**src/rtl/pwm_decoder.sv**
```systemverilog
// PWM duty/period recovery: synchronizes pwm_in, measures high and total cycles per period,
// and reports on each rising edge or on MAX_PERIOD timeout. Optional glitch filter: PWM_DECODE_FILTER_EN.
module pwm_decoder #(
  parameter int unsigned MAX_PERIOD = 1000,
  parameter int unsigned FILTER_LEN = 3
) (
  input  logic        clk,
  input  logic        rst,
  input  logic        en,
  input  logic        pwm_in,
  output logic [31:0] width,
  output logic [31:0] period,
  output logic        valid,
  output logic        timeout
);

  if (MAX_PERIOD < 2 || FILTER_LEN < 2) begin : g_bad_cfg
    $error("pwm_decoder: MAX_PERIOD and FILTER_LEN must both be at least 2");
  end

  localparam logic [31:0] MAXP = 32'(MAX_PERIOD);

  typedef enum logic [1:0] {IDLE, ARM, MEAS} state_t;

  state_t      state, state_n;
  logic        sync1, sync2, s, s_d, rise;
  logic [31:0] tcnt, hcnt, lcnt, sum;
  logic [31:0] tcnt_n, hcnt_n, lcnt_n;
  logic [31:0] rep_width, rep_period;
  logic        rep_valid, rep_timeout;

  always_ff @(posedge clk or posedge rst) begin
    if (rst) begin
      sync1 <= 1'b0;
      sync2 <= 1'b0;
    end else begin
      sync1 <= pwm_in;
      sync2 <= sync1;
    end
  end

`ifdef PWM_DECODE_FILTER_EN
  localparam int unsigned FW = $clog2(FILTER_LEN);
  localparam logic [FW-1:0] FLAST = FW'(FILTER_LEN - 1);

  logic [FW-1:0] fcnt;
  logic          s_f;

  // Level flips on the FILTER_LEN-th consecutive sample that disagrees with it.
  always_ff @(posedge clk or posedge rst) begin
    if (rst) begin
      fcnt <= '0;
      s_f  <= 1'b0;
    end else if (sync2 == s_f) begin
      fcnt <= '0;
    end else if (fcnt == FLAST) begin
      s_f  <= sync2;
      fcnt <= '0;
    end else begin
      fcnt <= fcnt + FW'(1);
    end
  end

  assign s = s_f;
`else
  assign s = sync2;
`endif

  always_ff @(posedge clk or posedge rst) begin
    if (rst) s_d <= 1'b0;
    else     s_d <= s;
  end

  assign rise = s & ~s_d;
  assign sum  = hcnt + lcnt;

  always_ff @(posedge clk or posedge rst) begin
    if (rst) state <= IDLE;
    else     state <= state_n;
  end

  always_comb begin
    state_n = state;
    if (!en) begin
      state_n = IDLE;
    end else begin
      case (state)
        IDLE:    state_n = ARM;
        ARM:     if (rise) state_n = MEAS;
        MEAS:    state_n = MEAS;
        default: state_n = IDLE;
      endcase
    end
  end

  always_comb begin
    rep_valid   = 1'b0;
    rep_timeout = 1'b0;
    rep_width   = '0;
    rep_period  = '0;
    tcnt_n      = tcnt;
    hcnt_n      = hcnt;
    lcnt_n      = lcnt;
    if (!en || state == IDLE) begin
      tcnt_n = '0;
      hcnt_n = '0;
      lcnt_n = '0;
    end else if (state == ARM) begin
      tcnt_n = tcnt + 32'd1;
      if (rise) begin
        tcnt_n = '0;
        hcnt_n = 32'd1;
        lcnt_n = '0;
      end else if (tcnt == MAXP) begin
        rep_valid   = 1'b1;
        rep_timeout = 1'b1;
        rep_width   = s ? MAXP : '0;
        rep_period  = MAXP;
        tcnt_n      = 32'd1;
      end
    end else begin
      // The rise cycle and the timeout cycle both count as the first cycle of the next window.
      if (rise) begin
        rep_valid  = 1'b1;
        rep_width  = hcnt;
        rep_period = sum;
        hcnt_n     = 32'd1;
        lcnt_n     = '0;
      end else if (sum == MAXP) begin
        rep_valid   = 1'b1;
        rep_timeout = 1'b1;
        rep_width   = hcnt;
        rep_period  = MAXP;
        hcnt_n      = {31'b0, s};
        lcnt_n      = {31'b0, ~s};
      end else begin
        hcnt_n = hcnt + {31'b0, s};
        lcnt_n = lcnt + {31'b0, ~s};
      end
    end
  end

  always_ff @(posedge clk or posedge rst) begin
    if (rst) begin
      tcnt    <= '0;
      hcnt    <= '0;
      lcnt    <= '0;
      width   <= '0;
      period  <= '0;
      valid   <= 1'b0;
      timeout <= 1'b0;
    end else begin
      tcnt    <= tcnt_n;
      hcnt    <= hcnt_n;
      lcnt    <= lcnt_n;
      valid   <= rep_valid;
      timeout <= rep_valid & rep_timeout;
      if (rep_valid) begin
        width  <= rep_width;
        period <= rep_period;
      end
    end
  end

endmodule
```
**config.mk**
```make
export PLATFORM = sky130hd
export DESIGN_NAME = pwm_decoder
export DESIGN_NICKNAME = d
export VERILOG_FILES = /design/src/rtl/pwm_decoder.sv
export SDC_FILE = /design/constraint.sdc
export NUM_CORES = 1
export LEC_CHECK = 0
export ABC_CLOCK_PERIOD_IN_PS = 7200
export CORE_MARGIN = 3
export CORE_UTILIZATION = 60
export DETAILED_ROUTE_END_ITERATION = 10
export PLACE_DENSITY = 0.88
export SLEW_MARGIN = 20
export SYNTH_ARGS = -nofsm -noshare
export SYNTH_HDL_FRONTEND = slang
export SYNTH_SLANG_ARGS = --single-unit
```
**constraint.sdc**
```tcl
create_clock -name clk -period 7.2 [get_ports clk]
set_clock_uncertainty 0.05 [all_clocks]
set_input_delay 1.08 -clock clk [delete_from_list [all_inputs] [get_ports clk]]
set_output_delay 1.08 -clock clk [all_outputs]
set_load 0.01 [all_outputs]
```
==> run_results.csv <==
group,metric,value,unit
critical_path,worstSetupPathType,"flop to flop",
critical_path,path_buf_inv,1,
critical_path,critPathRequiredTime,7470,ps
run_status,status,"finished clean",
min_path,min_path_type,"flop to flop",
grt,grt_overflow,0,
critical_path,critPathMaxFanout,54,
critical_path,worstSetupEndpointType,"flop",
run,cap_violations,0,
logic_synthesis,netlist_instances,1153,
sta,setup_viol,0,
grt,grt_pass1_wl,43900,um
die,coreArea,16600,um2
critical_path,critical_path_arrival,5410,ps
die,fp.dieH,137,um
clock_network,cts_hold_repair.buffers,0,
clock_network,cts_inserted_buffers,17,
sta,drv_slew,0,
clock_network,clk_latency,430,ps
logic_synthesis,yosysTopAreaCell,"dfrtp_1",
route,wire_per_inst,18.5,um
grt,grt_max_degree,110,
critical_path,cp_slowest_cell,"or3_2",
clock_network,cts_max_level,4,
sta,period_minus_slack,5140,ps
final_layout,postLayoutCoreUtil,0.699,
route,drc_errors,0,
logic_synthesis,ys_ff_latch,167,
die,initial_utilization,0.616,
sta,fin_crit_sh,0.714,
clock_network,cts_buffer_depth,2,
route,drt-total-wl,26300,um
sta,tightest_slew,966,ps
sta,rsz0062_at_grt,"no",
critical_path,worstPathCellList,"ha_1 -> inv_1 -> fa_1 -> nand2b_1 -> a211o_1 -> a21o_1 -> a21oi_1 -> a41oi_1 -> xnor2_1 -> or4_1 -> nor4_4 -> or3_2 -> nor3_1 -> a211o_1",
logic_synthesis,ys_seq_area_frac,0.408,
sta,relSlewSlack,0.354,
sta,fmax,0.194,GHz
die,rows,47,
logic_synthesis,syn_area,10300,um2
logic_synthesis,synthTopCellsByCount,"167 x dfrtp_1, 136 x nand2_1, 83 x nand3_1",
power_and_ir_drop,p_per_area,202,nW/um2
final_layout,layout-drive-gt1-share,0.0523,
die,chipWidth,137,um
place,gp_congestion,0.996,
logic_synthesis,synth.area.top_cells,"dfrtp_1 41%, nand2_1 5.0%, ha_1 4.9%, a22o_1 4.3%, nand3_1 4.1%",
critical_path,crit_top_cell,"a211o_1",
clock_network,post_cts_resized,0,
logic_synthesis,synth_cell_types,77,
logic_synthesis,synth-edff-count,0,
logic_synthesis,synth_most_common_cell,"dfrtp_1",
route,ant_nets,0,
logic_synthesis,async_flop_share,1.00,
die,ioPinCount,70,
critical_path,critPathTopFamily,"simple AND/OR/NAND/NOR gates",
clock_network,post_cts_buffers,0,
clock_network,ctsRootBufferMaster,"clkbuf_16",
logic_synthesis,synth_warnings,0,
clock_network,clkTransAtPathRegs,70,ps
critical_path,cpPeakStageDelay,800,ps
route,vias,9411,
route,drt_iter0_drc,1267,
final_layout,syn_to_final_growth,13.5,%
clock_network,cts_tree,"done",
logic_synthesis,synthFlopType,"dfrtp_1",
grt,antenna_found_initial,0,
die,die_area,18700,um2
logic_synthesis,mappedNetlistNets,1198,
grt,grt_usage,0.293,
sta,hold_viol,0,
final_layout,fin_nets,1237,
place,portBuffers,69,
grt,grt_pass1_vias,8552,
route,viasPerCell,6.60,
critical_path,crit_path_start_kind,"flop",
power_and_ir_drop,ir_worst_vdd,174,uV
final_layout,antenna_cells,0,
sta,tns,0,ps
power_and_ir_drop,power_leakage,4.91,nW
logic_synthesis,yosysTopAreaCellShare,0.408,
logic_synthesis,avgSynthCellArea,8.89,um2
power_and_ir_drop,fin_total_pwr,2.35,mW
route,firstDrtPassIters,5,
place,dp_hpwl,18000,um
clock_network,clock-sinks,167,
-- routing by layer --
| layer | GRT usage | part of all wire | up-vias | wire [um] |
|---|---|---|---|---|
| met1 | 0.460 | 0.47 | 4543 | 12400 |
| met2 | 0.406 | 0.42 | 431 | 11100 |
| li1 | - | - | 4372 | - |
| met5 | 0 | 0 | - | 0 |
| met4 | 0.104 | 0.029 | 0 | 753 |
| met3 | 0.0463 | 0.079 | 65 | 2080 |
-- metrics by stage --
stage                     cells  setup slack [ps]  area [um2]  hold slack [ps]
final                      1425              2060       11600              299
after global routing       1425              1850       11600              320
after CTS                  1425              2150       11600              300
after detailed placement   1393              2170       11000              285
after global placement     1393              2250       11000              285
after floorplan            1153              1550       10300              281
-- sequential cells by signal, indices dropped and copies added, names as in the netlist, 2 cells and up --
signal  flops
hcnt       32
lcnt       32
period     32
state       2
tcnt       32
width      32
-- worst paths after layout --
check / startpoint / endpoint / slack, ps / depth (start not counted)
hold reg to reg: sync1$_DFF_PP0_ / s$_DFF_PP0_ / 300 / 0
hold / removal: sync1$_DFF_PP0_ / s$_DFF_PP0_ / 300 / 0
max in group asynchronous: rst / width[26]$_DFFE_PP0P_ / 4620 / 3
min in group asynchronous: rst / tcnt[30]$_DFFE_PP0P_ / 1210 / 2
setup / recovery: hcnt[0]$_DFFE_PP0P_ / hcnt[10]$_DFFE_PP0P_ / 2060 / 14
setup reg to reg: hcnt[0]$_DFFE_PP0P_ / hcnt[10]$_DFFE_PP0P_ / 2060 / 14
-- power by group --
part           total [mW]  internal, mW  switching, mW
combinational       0.407         0.127          0.280
clock               0.944         0.559          0.385
sequential           1.00         0.975         0.0271
-- final cells by class --
type,instances,area (um2)
well taps,220,275
fillers,1269,5010
clock inverters,9,114
repair buffers,76,743
multi-input cells,881,5640
clock buffers,23,498
flip-flops and latches,167,4180
inverters,49,189
-- logic make-up after synthesis --
logic type	share of synthesized area
and+or+nand+nor	0.225
buffers and inverters	0.0444
xor gates and xnor gates	0.0359
muxes	0.00927
AOI/OAI and AO/OA	0.227
adders and majority gates	0.0508
DFF	0.408
-- cell usage in the layout, fill, tap and decap left out, types with 17 or more instances in the layout --
cell type / instances
xnor2_1: 19
xor2_1: 23
o21ai_0: 61
clkdlybuf4s50_1: 69
clkbuf_16: 17
and3_1: 18
nand3_1: 83
inv_1: 48
or3_1: 35
nand4_1: 28
a21oi_1: 59
nand2_1: 136
ha_1: 40
a22o_1: 50
nor2_1: 77
dfrtp_1: 167
o311ai_0: 23
nor3_1: 20
Power figures use the tool's default switching activity.
